File: src/rtl/pipeline_hazard_ctrl.sv
// Hazard, forwarding and run-control unit for the 5-stage F/D/E/M/W pipeline.
// Define HAZARD_PERF_EN to build the StallCnt/FlushCnt performance counters.
module pipeline_hazard_ctrl #(
    parameter int REG_ADDR_W = 4,
    parameter int MUL_LAT    = 4,
    parameter int DRAIN_CYC  = 3
) (
    input  logic                  clk,
    input  logic                  reset,
    input  logic                  start,
    input  logic                  HaltD,
    input  logic [REG_ADDR_W-1:0] RA1D,
    input  logic [REG_ADDR_W-1:0] RA2D,
    input  logic [REG_ADDR_W-1:0] RA1E,
    input  logic [REG_ADDR_W-1:0] RA2E,
    input  logic [REG_ADDR_W-1:0] WA3E,
    input  logic [REG_ADDR_W-1:0] WA3M,
    input  logic [REG_ADDR_W-1:0] WA3W,
    input  logic                  RegWriteE,
    input  logic                  RegWriteM,
    input  logic                  RegWriteW,
    input  logic                  MemtoRegE,
    input  logic                  MulE,
    input  logic                  BranchTakenE,
    output logic                  StallF,
    output logic                  StallD,
    output logic                  StallE,
    output logic                  FlushD,
    output logic                  FlushE,
    output logic                  FlushM,
    output logic [1:0]            ForwardAE,
    output logic [1:0]            ForwardBE,
    output logic                  Running,
    output logic                  EndFlag,
    output logic [31:0]           StallCnt,
    output logic [31:0]           FlushCnt
);

    localparam int MUL_W = $clog2(MUL_LAT) + 1;
    localparam int DRN_W = $clog2(DRAIN_CYC + 1);
    localparam logic [MUL_W-1:0] MUL_ZERO = MUL_W'(0);
    localparam logic [MUL_W-1:0] MUL_ONE  = MUL_W'(1);
    localparam logic [MUL_W-1:0] MUL_LOAD = MUL_W'(MUL_LAT - 1);
    localparam logic [DRN_W-1:0] DRN_ONE  = DRN_W'(1);
    localparam logic [DRN_W-1:0] DRN_LOAD = DRN_W'(DRAIN_CYC);
    localparam logic             MUL_MULTI = (MUL_LAT > 1) ? 1'b1 : 1'b0;

    typedef enum logic [1:0] {
        IDLE  = 2'd0,
        RUN   = 2'd1,
        DRAIN = 2'd2,
        DONE  = 2'd3
    } state_t;

    state_t           state_r;
    logic             startQ_r;
    logic [MUL_W-1:0] mulCnt_r;
    logic [DRN_W-1:0] drainCnt_r;
    logic             running_r;
    logic             endFlag_r;

    logic active_s;
    logic startRise_s;
    logic mulLoad_s;
    logic mulBusy_s;
    logic lwStall_s;
    logic haltGo_s;
    logic stallF_s, stallD_s, stallE_s;
    logic flushD_s, flushE_s, flushM_s;

    // M-stage result beats W-stage result when both target the same source
    function automatic logic [1:0] fwdSel(
        input logic                  regWriteM,
        input logic [REG_ADDR_W-1:0] wa3M,
        input logic                  regWriteW,
        input logic [REG_ADDR_W-1:0] wa3W,
        input logic [REG_ADDR_W-1:0] ra
    );
        if (regWriteM && (wa3M == ra)) begin
            return 2'b10;
        end else if (regWriteW && (wa3W == ra)) begin
            return 2'b01;
        end else begin
            return 2'b00;
        end
    endfunction

    // Hazard qualifiers shared by the stall/flush selection and the FSM
    always_comb begin
        active_s    = ~reset & ((state_r == RUN) | (state_r == DRAIN));
        startRise_s = start & ~startQ_r;
        mulLoad_s   = active_s & MulE & (mulCnt_r == MUL_ZERO) & MUL_MULTI;
        mulBusy_s   = active_s & ((mulCnt_r != MUL_ZERO) | mulLoad_s);
        lwStall_s   = MemtoRegE & RegWriteE & ((WA3E == RA1D) | (WA3E == RA2D));
    end

    // Stall/flush selection: reset/idle > mul busy > branch > load-use > drain
    always_comb begin
        stallF_s = 1'b0;
        stallD_s = 1'b0;
        stallE_s = 1'b0;
        flushD_s = 1'b0;
        flushE_s = 1'b0;
        flushM_s = 1'b0;
        if (!active_s) begin
            stallF_s = 1'b1;
            stallD_s = 1'b1;
            flushE_s = 1'b1;
        end else if (mulBusy_s) begin
            stallF_s = 1'b1;
            stallD_s = 1'b1;
            stallE_s = 1'b1;
            flushM_s = 1'b1;
        end else if (BranchTakenE) begin
            // the D instruction is wrong-path, so a coincident load-use is ignored
            flushD_s = 1'b1;
            flushE_s = 1'b1;
            stallF_s = (state_r == DRAIN);
        end else if (lwStall_s) begin
            stallF_s = 1'b1;
            stallD_s = 1'b1;
            flushE_s = 1'b1;
        end else if (state_r == DRAIN) begin
            stallF_s = 1'b1;
            flushD_s = 1'b1;
        end else begin
            stallF_s = 1'b0;
        end
    end

    // Halt leaves D only when it actually advances and is not squashed
    always_comb begin
        haltGo_s = (state_r == RUN) & ~reset & HaltD & ~stallD_s & ~BranchTakenE;
    end

    // Output drive for stalls, flushes and forwarding selects
    always_comb begin
        StallF = stallF_s;
        StallD = stallD_s;
        StallE = stallE_s;
        FlushD = flushD_s;
        FlushE = flushE_s;
        FlushM = flushM_s;
        if (reset) begin
            ForwardAE = 2'b00;
            ForwardBE = 2'b00;
        end else begin
            ForwardAE = fwdSel(RegWriteM, WA3M, RegWriteW, WA3W, RA1E);
            ForwardBE = fwdSel(RegWriteM, WA3M, RegWriteW, WA3W, RA2E);
        end
    end

    // Run-control FSM with start edge detect and the multi-cycle/drain counters
    always_ff @(posedge clk) begin
        if (reset) begin
            state_r    <= IDLE;
            startQ_r   <= 1'b0;
            mulCnt_r   <= MUL_ZERO;
            drainCnt_r <= DRN_W'(0);
            running_r  <= 1'b0;
            endFlag_r  <= 1'b0;
        end else begin
            startQ_r <= start;
            if (mulLoad_s) begin
                mulCnt_r <= MUL_LOAD;
            end else if (mulCnt_r != MUL_ZERO) begin
                mulCnt_r <= mulCnt_r - MUL_ONE;
            end else begin
                mulCnt_r <= MUL_ZERO;
            end
            case (state_r)
                IDLE, DONE: begin
                    if (startRise_s) begin
                        state_r   <= RUN;
                        running_r <= 1'b1;
                        endFlag_r <= 1'b0;
                    end
                end
                RUN: begin
                    if (haltGo_s) begin
                        state_r    <= DRAIN;
                        drainCnt_r <= DRN_LOAD;
                    end
                end
                DRAIN: begin
                    // a multi-cycle op still in E freezes the drain countdown
                    if (mulCnt_r == MUL_ZERO) begin
                        if (drainCnt_r == DRN_ONE) begin
                            state_r   <= DONE;
                            running_r <= 1'b0;
                            endFlag_r <= 1'b1;
                        end else begin
                            drainCnt_r <= drainCnt_r - DRN_ONE;
                        end
                    end
                end
                default: begin
                    state_r   <= IDLE;
                    running_r <= 1'b0;
                    endFlag_r <= 1'b0;
                end
            endcase
        end
    end

    assign Running = running_r;
    assign EndFlag = endFlag_r;

`ifdef HAZARD_PERF_EN
    logic [31:0] stallCnt_r;
    logic [31:0] flushCnt_r;
    logic        branchFlush_s;

    assign branchFlush_s = active_s & ~mulBusy_s & BranchTakenE;

    // Saturating stall/flush event counters, live only while running
    always_ff @(posedge clk) begin
        if (reset) begin
            stallCnt_r <= 32'd0;
            flushCnt_r <= 32'd0;
        end else begin
            if (active_s && stallD_s && (stallCnt_r != 32'hFFFF_FFFF)) begin
                stallCnt_r <= stallCnt_r + 32'd1;
            end
            if (branchFlush_s && (flushCnt_r != 32'hFFFF_FFFF)) begin
                flushCnt_r <= flushCnt_r + 32'd1;
            end
        end
    end

    assign StallCnt = stallCnt_r;
    assign FlushCnt = flushCnt_r;
`else
    assign StallCnt = 32'd0;
    assign FlushCnt = 32'd0;
`endif

endmodule

File: config.mk
export PLATFORM = sky130hd
export DESIGN_NAME = pipeline_hazard_ctrl
export DESIGN_NICKNAME = d
export VERILOG_FILES = /design/src/rtl/pipeline_hazard_ctrl.sv
export SDC_FILE = /design/constraint.sdc
export NUM_CORES = 1
export LEC_CHECK = 0
export ABC_AREA = 1
export ABC_CLOCK_PERIOD_IN_PS = 2120
export BUFFER_PORTS_ARGS = -buffer_cell sky130_fd_sc_hd__buf_2
export CAP_MARGIN = 0
export CORE_UTILIZATION = 41
export CTS_BUF_LIST = sky130_fd_sc_hd__clkbuf_16
export DETAILED_ROUTE_END_ITERATION = 6
export HOLD_SLACK_MARGIN = 0.06
export PLACE_DENSITY = 0.81
export SYNTH_ARGS = -nofsm -noshare
export SYNTH_HDL_FRONTEND = slang
export SYNTH_SLANG_ARGS = --single-unit
export TNS_END_PERCENT = 1
File: constraint.sdc
create_clock -name clk -period 2.12 [get_ports clk]
set_input_delay 0.106 -clock clk [delete_from_list [all_inputs] [get_ports clk]]
set_output_delay 0.106 -clock clk [all_outputs]
set_load 0.02 [all_outputs]
==> results of run 1 <==
-- cell type report --
type / count / area share
repair buffers: 49 / 0.151
inverters: 39 / 0.0902
flip-flops and latches: 10 / 0.123
clock inverters: 1 / 0.00231
multi-input cells: 182 / 0.551
well taps: 46 / 0.0355
clock buffers: 3 / 0.0463
-- synthesized netlist by cell type (all sizes together) --
library cell	count	share of area
a211oi	3	0.018
a21oi	10	0.033
buf	66	0.33
conb	1	0.0025
dfxtp	10	0.13
ha	6	0.050
inv	39	0.097
nand2	44	0.12
nand3	9	0.037
nand4	1	0.0042
nor2	19	0.054
nor3	1	0.0033
nor3b	1	0.0050
nor4	2	0.018
o2111ai	1	0.0058
o21ai	10	0.036
o22ai	6	0.025
or2	1	0.0042
xnor2	3	0.017
xor2	1	0.0058
-- per-stage QoR --
| stage | hold WS (ns) | cell area [um2] | total power (W) | setup slack (ns) | cells |
|---|---|---|---|---|---|
| after floorplan | 0.228 | 1740 | 0.000959 | 0.311 | 297 |
| after global placement | 0.322 | 1540 | 0.00100 | 0.456 | 326 |
| after detailed placement | 0.344 | 1540 | 0.00101 | 0.415 | 326 |
| after CTS | 0.103 | 1620 | 0.00135 | 0.216 | 330 |
| after global routing | 0.125 | 1620 | 0.00147 | 0.0541 | 330 |
| final | 0.0980 | 1620 | 0.00134 | 0.212 | 330 |
-- flip-flops by register name, summed over array words and instances (netlist names) --
signal      cells
drainCnt_r      2
state_r         2
EndFlag         1
startQ_r        1
Running         1
mulCnt_r        3
-- worst register-to-register path, delay by kind of cell (launching register included) --
| family | cells | cell delay, ns |
|---|---|---|
| AND/OR/NAND/NOR | 6 | 0.80 |
| adder cells (fa/ha/maj) | 1 | 0.38 |
| flip-flops | 1 | 0.37 |
| buffers and inverters | 1 | 0.06 |
-- per-layer routing --
layer / wire, um / GRT usage
met1: 1040 / 0.150
met2: 1250 / 0.238
met3: 182 / 0.0128
met4: 10 / 0.0436
met5: 0 / 0
-- cell usage in the layout (no fill, tap or decap), types with 2 or more instances in the layout --
master and n:
ha_1 6, inv_2 3, buf_2 49, nand2_2 2, a21oi_1 10, nand2_1 41
nand3_2 2, dfxtp_1 10, clkbuf_16 3, xnor2_1 3, nor2_1 17, conb_1 64
a211oi_1 2, nand3_1 7, inv_1 36, o21ai_0 8, o22ai_1 6
-- cells by family (layout without fill, tap and decap cells) --
kind of cell | count (synthesis) | after routing | share of synthesized area
AOI/OAI and AO/OA | 30 | 30 | 0.118
DFF | 10 | 10 | 0.133
buffers and inverters | 105 | 92 | 0.429
xor gates and xnor gates | 4 | 4 | 0.0233
adders and majority gates | 6 | 6 | 0.0499
and+or+nand+nor | 78 | 78 | 0.244
other | 1 | 64 | 0.00249
-- path summary, 6_finish.rpt --
kind                             startpoint           to  depth (start not counted)
worst max-delay path             state_r[0]       FlushD                          6
worst min-delay path                  start     startQ_r                          3
worst max register to register   state_r[0]   state_r[1]                          8
worst min register to register  mulCnt_r[0]  mulCnt_r[0]                          1
-- power breakdown --
group | switching, W | internal (W) | leakage [nW]
registers | 0.0000325 | 0.000253 | 0.0827
logic | 0.000490 | 0.000238 | 0.869
clock network | 0.0000847 | 0.000247 | 0.0385
total | 0.000607 | 0.000738 | 0.990
==> key figures, run 1 <==
Final layout
  – Final nets: 329
  – Layout cells sized above 1: 0.229
  – Register area: 200 um2
  – Antenna diode count: 0
  – Fillers: 378
  – Multi-input gate area: 895 um2
  – Area Overhead vs Synth: 7.90%
  – Final core occ: 0.475

Timing
  – Hold Fails Final Rpt: 0
  – Minimum clock period: 1.91 ns
  – RSZ-0062 raised after global routing: false
  – Period utilization: 0.900
  – Slew Limit Fails: 0
  – Total Neg Setup Slack: 0 ns
  – Highest clock rate: 524 MHz
  – Final Skew: 0.000465 ns
  – Endpoints failing setup: 0

CTS
  – Number of CTS-inserted buffers: 3
  – CTS Hold Bufs: 0
  – Clk buf depth: 2
  – Worst-path clk slew: 0.04 ns
  – CTS tree: done
  – Clk Latency, worst-skew pair: 0.23 ns
  – Post-CTS sizing: 0
  – CTS H-tree lvls: 1
  – Setup bufs post-CTS: 0
  – Root buffer cell: clkbuf_16
  – CTS sink cnt: 10

Route
  – DRT Pass-1 Iters: 4
  – Remaining routing DRC violations: 0
  – Final WL: 2490 um
  – Drt via density: 4.06
  – Drt first-iter violations: 37
  – Average wire per standard cell: 7.53 um
  – Via count: 1340
  – Post-route ant nets: 0

Place
  – GPL Wtd Cong: 0.810
  – Final HPWL DP: 2150 um
  – IO Port Bufs: 49

Worst setup path
  – CP Data Arrival Time: 1.80 ns
  – Max incr delay on CP: 0.38 ns
  – Startpoint class of the critical path: flip-flop
  – WP data required: 2.01 ns
  – CP top delay family: simple AND/OR/NAND/NOR gates
  – Crit path cell chain: inv_1 > ha_1 > nor4_4 > nand2_1 > a21oi_1 > buf_2
  – CP Buf/Inv Count: 2
  – WS Path Type: flip-flop to output pin
  – Worst-path fanout max: 5
  – R2r setup slk: 0.40 ns
  – Kind of end point of the critical path: output pin
  – Slowest cell on crit path: ha_1

Floorplan
  – Die Area: 0.00391 mm2
  – Starting Density: 0.440
  – Die width: 62.6 um
  – Core area: 0.00342 mm2
  – Die height: 62.6 um
  – Top-Level Pins: 114
  – Row count: 21

Run status
  – Status: complete, no violations

Global routing
  – Global route overflow: 0
  – First-pass GRT wire length: 4200 um
  – Initial antenna violation count: 0
  – Vias in the first global route: 1091
  – Largest net degree at the start of global routing: 10
  – Total global-route track usage: 0.128

Yosys
  – Syn. warnings: 0
  – Seq/Total Area, Yosys: 0.133
  – Flop and latch count out of synthesis: 10
  – Syn Std Cell Area: 0.00150 mm2
  – Mapped Cells: 234
  – Avg Cell Area, Syn: 6.43 um2
  – Yosys cell types: 31

Power and ir drop
  – Pwr dens: 829 mW/mm2
  – VDD IR-drop max: 0.381 mV
  – Cell leakage power: 0.990 nW

Job
  – MaxCap Viol Count: 0

Hold path
  – Hold Path Class: input port to flip-flop
No activity file was read; power rests on OpenSTA's default activity.
==> run 2: changes to the inputs <==
- ABC_CLOCK_PERIOD_IN_PS: 2120 -> 2190
- clock period: 2.12 -> 2.19 ns (I/O delays scaled with it)
==> key figures, run 2 (synthesis gave the netlist of run 1 again) <==
Timing
  – Minimum clock period: 1.94 ns
  – Period utilization: 0.887
  – Slew Limit Fails: 0 (unchanged)
  – Highest clock rate: 515 MHz
  – Hold Fails Final Rpt: 0 (unchanged)
  – Endpoints failing setup: 0 (unchanged)
  – Fin worst setup slack: 0.248 ns (+0.0363 ns)
  – Total Neg Setup Slack: 0 ns (unchanged)
  – RSZ-0062 raised after global routing: false
  – Final Skew: 0.00300 ns (+0.00254 ns)

Final layout
  – Area Overhead vs Synth: 7.90% (unchanged)
  – Fillers: 371 (-1.9%)
  – Final nets: 329 (unchanged)
  – Max FFs per register: 3 (unchanged)
  – Regs by FF count: mulCnt_r: 3 flops, drainCnt_r: 2 flops, state_r: 2 flops
  – Most frequent cells in the layout: conb_1 (64), buf_2 (49), nand2_1 (41)
  – Commonest non-fill, non-tap cell in the layout: conb_1
  – Layout cells sized above 1: 0.229 (unchanged)
  – Largest register by flop count: mulCnt_r
  – Antenna diode count: 0 (unchanged)

Worst setup path
  – CP Buf/Inv Count: 2 (unchanged)
  – Max incr delay on CP: 0.39 ns (about the same)
  – Worst-path fanout max: 5 (unchanged)
  – Slowest cell on crit path: ha_1
  – WS Path Type: flip-flop to output pin
  – Startpoint class of the critical path: flip-flop
  – CP Data Arrival Time: 1.83 ns (+0.03 ns)
  – R2r setup slk: 0.46 ns (+0.06 ns)
  – Crit path cell chain: inv_1 > ha_1 > nor4_4 > nand2_1 > a21oi_1 > buf_2
  – CP top delay family: simple AND/OR/NAND/NOR gates
  – WP data required: 2.08 ns (+0.07 ns)
  – Kind of end point of the critical path: output pin

Global routing
  – Global route overflow: 0 (unchanged)
  – Met3 Usage GRT: 0.00547 (-0.00730)
  – Initial antenna violation count: 0 (unchanged)
  – Met1 Use GR: 0.156 (+0.00643)
  – Total global-route track usage: 0.129 (+0.00110)
  – Largest net degree at the start of global routing: 10 (unchanged)
  – M2 GR Usage: 0.231 (-0.00679)
  – Busiest grt layer: met2
  – First-pass GRT wire length: 4210 um (+0.33%)
  – Vias in the first global route: 1070 (-1.9%)

Place
  – Final HPWL DP: 2190 um (+1.8%)
  – Place WS: 0.463 ns (+0.0479 ns)
  – IO Port Bufs: 49 (unchanged)
  – GPL Wtd Cong: 0.812 (+0.19%)

Floorplan
  – Die Area: 0.00391 mm2 (unchanged)
  – Core area: 0.00342 mm2 (unchanged)
  – Starting Density: 0.440 (unchanged)
  – Row count: 21 (unchanged)
  – Die width: 62.6 um (unchanged)
  – Die height: 62.6 um (unchanged)
  – Top-Level Pins: 114 (unchanged)

Route
  – Via count: 1344 (+0.30%)
  – Drt via density: 4.07 (+0.30%)
  – Average wire per standard cell: 7.86 um (+4.4%)
  – DRT Pass-1 Iters: 4 (unchanged)
  – Final WL: 2590 um (+4.4%)
  – Drt first-iter violations: 62 (+68%)
  – Remaining routing DRC violations: 0 (unchanged)
  – Post-route ant nets: 0 (unchanged)

CTS
  – Root buffer cell: clkbuf_16
  – Worst-path clk slew: 0.04 ns (about the same)
  – Clk Latency, worst-skew pair: 0.24 ns (about the same)
  – Number of CTS-inserted buffers: 3 (unchanged)
  – Setup bufs post-CTS: 0 (unchanged)
  – CTS sink cnt: 10 (unchanged)
  – CTS H-tree lvls: 1 (unchanged)
  – CTS tree: done
  – Post-CTS sizing: 0 (unchanged)
  – Clk buf depth: 2 (unchanged)
  – CTS Hold Bufs: 0 (unchanged)

Power and ir drop
  – Cell leakage power: 0.990 nW (unchanged)
  – Pwr dens: 812 mW/mm2 (-2.0%)
  – VDD IR-drop max: 0.279 mV (-27%)

Run status
  – Status: complete, no violations

Hold path
  – Hold Path Class: input port to flip-flop

Job
  – MaxCap Viol Count: 0 (unchanged)
-- run 2: cell counts in the layout (fill, tap and decap cells not counted) --
Identical to the previous run, type by type.
-- run 2: cell type report --
class	count	area, um2	area share
Clock inverter	1	3.75	0.00231
Multi-Input combinational cell	182	895	0.551
Sequential cell	10	200	0.123
Inverter	39	146	0.0902
Timing Repair Buffer	49	245	0.151
Clock buffer	3	75.1	0.0463
Tap cell	46	57.6	0.0355
-- run 2: power by group --
| part | internal (W) | switching, W |
|---|---|---|
| Sequential | 0.000245 | 0.0000325 |
| Clock | 0.000240 | 0.0000904 |
| Combinational | 0.000232 | 0.000479 |
-- run 2: through the flow --
step           power, W  std cells  hold slack (ns)   util  cell area, um2
2_1_floorplan  0.000929        297            0.231      -            1740
4_1_cts         0.00132        330           0.0969  0.475            1620
3_3_place_gp   0.000970        326            0.326  0.452            1540
5_1_grt         0.00143        330            0.118  0.475            1620
3_5_place_dp   0.000990        326            0.342  0.452            1540
6_report        0.00132        330           0.0908  0.475            1620
-- run 2: path summary, 6_finish.rpt --
path / start / to / cells after the start
setup / recovery: state_r[0] / FlushD / 6
hold / removal: start / startQ_r / 3
setup reg to reg: state_r[0] / drainCnt_r[0] / 8
hold reg to reg: mulCnt_r[0] / mulCnt_r[0] / 1
-- run 2: metal layers --
layer	wire length [um]	vias up
li1	-	696
met1	1080	569
met2	1280	76
met3	198	3
met4	38	0
met5	0	-
-- run 2: tightest hold or removal path: stages --
cell and delay, ns:
buf_2 0.07, inv_1 0.04, nor2_1 0.07
==> run 3: changes to the inputs <==
--- a/constraint.sdc
+++ b/constraint.sdc
@@ -3,2 +3,2 @@
 set_output_delay 0.1095 -clock clk [all_outputs]
-set_load 0.02 [all_outputs]
+set_load 0.1 [all_outputs]
==> key figures, run 3 (synthesis gave the netlist of run 1 again) <==
Timing
  – Final Skew: 0.000933 ns (-0.00207 ns)
  – Period utilization: 0.913 (+0.0261)
  – Minimum clock period: 2.00 ns (+0.0571 ns)
  – Hold Fails Final Rpt: 0 (unchanged)
  – Highest clock rate: 500 MHz (-2.9%)
  – RSZ-0062 raised after global routing: false
  – Fin worst setup slack: 0.191 ns (-0.0571 ns)
  – Endpoints failing setup: 0 (unchanged)
  – Slew Limit Fails: 0 (unchanged)

Place
  – DP Area: 0.00157 mm2 (+1.6%)
  – Final HPWL DP: 2200 um (+0.31%)
  – Place WS: 0.428 ns (-0.0347 ns)
  – GPL Wtd Cong: 0.850 (+4.7%)
  – Placed Cells incl. Taps: 326 (unchanged)
  – IO Port Bufs: 49 (unchanged)

Power and ir drop
  – Sw Ratio: 0.624 (+0.167)
  – VDD IR-drop max: 0.372 mV (+33%)
  – Logic pwr share: 0.693 (+0.154)
  – Flop pwr share: 0.144 (-0.066)
  – Cell leakage power: 0.993 nW (+0.28%)
  – Power Internal: 0.000724 W (+0.99%)
  – Clock power frac: 0.164 (-0.086)
  – Net load switching power: 0.00120 W (+99%)
  – Pwr dens: 1170 mW/mm2 (+44%)

Route
  – Remaining routing DRC violations: 0 (unchanged)
  – Drt via density: 4.06 (-0.30%)
  – WL met3: 207 um (+4.5%)
  – Average wire per standard cell: 7.42 um (-5.7%)
  – M1 WL: 992 um (-7.8%)
  – Post-route ant nets: 0 (unchanged)
  – Final WL: 2450 um (-5.7%)
  – Via count: 1340 (-0.30%)
  – Drt first-iter violations: 40 (-35%)
  – DRT Pass-1 Iters: 4 (unchanged)
  – Met2 routed WL: 1250 um (-2.7%)
  – Highest metal used: met3

CTS
  – CTS H-tree lvls: 1 (unchanged)
  – CTS tree: done
  – Clk buf depth: 2 (unchanged)
  – Setup bufs post-CTS: 0 (unchanged)
  – Root buffer cell: clkbuf_16
  – Clk Latency, worst-skew pair: 0.23 ns (about the same)
  – Worst-path clk slew: 0.04 ns (about the same)
  – Post-CTS sizing: 0 (unchanged)
  – CTS sink cnt: 10 (unchanged)
  – Number of CTS-inserted buffers: 3 (unchanged)
  – CTS Hold Bufs: 0 (unchanged)

Final layout
  – Design area: 0.00165 mm2 (+1.5%)
  – Regs by FF count: mulCnt_r: 3 flops, drainCnt_r: 2 flops, state_r: 2 flops
  – Final nets: 329 (unchanged)
  – Area Overhead vs Synth: 9.57%
  – Commonest non-fill, non-tap cell in the layout: conb_1
  – Antenna diode count: 0 (unchanged)
  – Max FFs per register: 3 (unchanged)
  – Layout cells sized above 1: 0.236 (+0.00704)
  – Largest register by flop count: mulCnt_r
  – Final Non-Filler Cells: 330 (unchanged)
  – Most frequent cells in the layout: conb_1 (64), buf_2 (48), nand2_1 (41)

Worst setup path
  – WP data required: 2.08 ns (about the same)
  – Worst-path fanout max: 5 (unchanged)
  – R2r setup slk: 0.46 ns (about the same)
  – Startpoint class of the critical path: flip-flop
  – Crit path cell chain: inv_1 > ha_1 > nor4_4 > nand2_1 > a21oi_2 > buf_12
  – WS Path Type: flip-flop to output pin
  – Slowest cell on crit path: ha_1
  – Max incr delay on CP: 0.38 ns (about the same)
  – Kind of end point of the critical path: output pin
  – CP Data Arrival Time: 1.89 ns (+0.06 ns)

Global routing
  – Vias in the first global route: 1130 (+5.6%)
  – First-pass GRT wire length: 4120 um (-2.1%)
  – Largest net degree at the start of global routing: 10 (unchanged)
  – Global route overflow: 0 (unchanged)
  – Initial antenna violation count: 0 (unchanged)
  – Total global-route track usage: 0.123 (-0.00570)

Floorplan
  – Core area: 0.00342 mm2 (unchanged)
  – Top-Level Pins: 114 (unchanged)
  – Die Area: 0.00391 mm2 (unchanged)
  – Die width: 62.6 um (unchanged)
  – Die height: 62.6 um (unchanged)
  – Starting Density: 0.440 (unchanged)
  – Row count: 21 (unchanged)

Job
  – MaxCap Viol Count: 0 (unchanged)

Run status
  – Status: complete, no violations

Hold path
  – Hold Path Class: input port to flip-flop
[run 3: changes by cell type in the layout (fill, tap and decap cells not counted)]
cell / before / now
buf_2: 49 / 48
a21oi_2: 0 / 1
a21oi_1: 10 / 9
buf_12: 0 / 1
nor4_1: 1 / 0
o21ai_1: 1 / 2
o21ai_0: 8 / 7
nor4_2: 0 / 1
[run 3: cell type report]
class | instances | area, um2
timing repair buffer | 49 | 260
sequential | 10 | 200
tap | 46 | 57.6
inverter | 39 | 146
clock buffer | 3 | 75.1
clock inverter | 1 | 3.75
multi-input combinational | 182 | 905
fill | 365 | 1770
[run 3: power by group through the flow]
stage | logic (W) | registers, W | clock network [W]
detailed placement | 0.00133 | 0.000280 | 0
finish | 0.00133 | 0.000277 | 0.000315
CTS | 0.00134 | 0.000277 | 0.000321
floorplan | 0.00119 | 0.000359 | 0
global placement | 0.00132 | 0.000276 | 0
global route | 0.00141 | 0.000284 | 0.000337
[run 3: per-layer routing]
| metal | track usage | up-vias |
|---|---|---|
| met5 | 0 | - |
| met4 | 0.0262 | 0 |
| met3 | 0.0292 | 0 |
| met2 | 0.240 | 75 |
| met1 | 0.131 | 568 |
| li1 | - | 697 |
[run 3: critical path: cells and delay by family (launching register included)]
kind                     cells  cell delay, ns
flip-flops                   1            0.36
buffers and inverters        2            0.25
adder cells (fa/ha/maj)      1            0.38
AO/OA/AOI/OAI                1            0.16
AND/OR/NAND/NOR              2            0.49
[run 3: metrics by stage]
stage	utilization	total power, W	TNS (ns)	hold slack (ns)
2_1_floorplan	-	0.00155	-1.53	0.231
3_3_place_gp	0.459	0.00159	0	0.342
3_5_place_dp	0.459	0.00161	0	0.345
4_1_cts	0.482	0.00194	0	0.108
5_1_grt	0.482	0.00203	0	0.132
6_report	0.482	0.00192	0	0.105
[run 3: worst paths after layout]
kind / startpoint / cells past startpoint / to
worst min register to register: EndFlag / 2 / EndFlag
worst max-delay path: state_r[0] / 6 / FlushD
worst min-delay path: start / 3 / startQ_r
worst max register to register: state_r[0] / 8 / drainCnt_r[1]
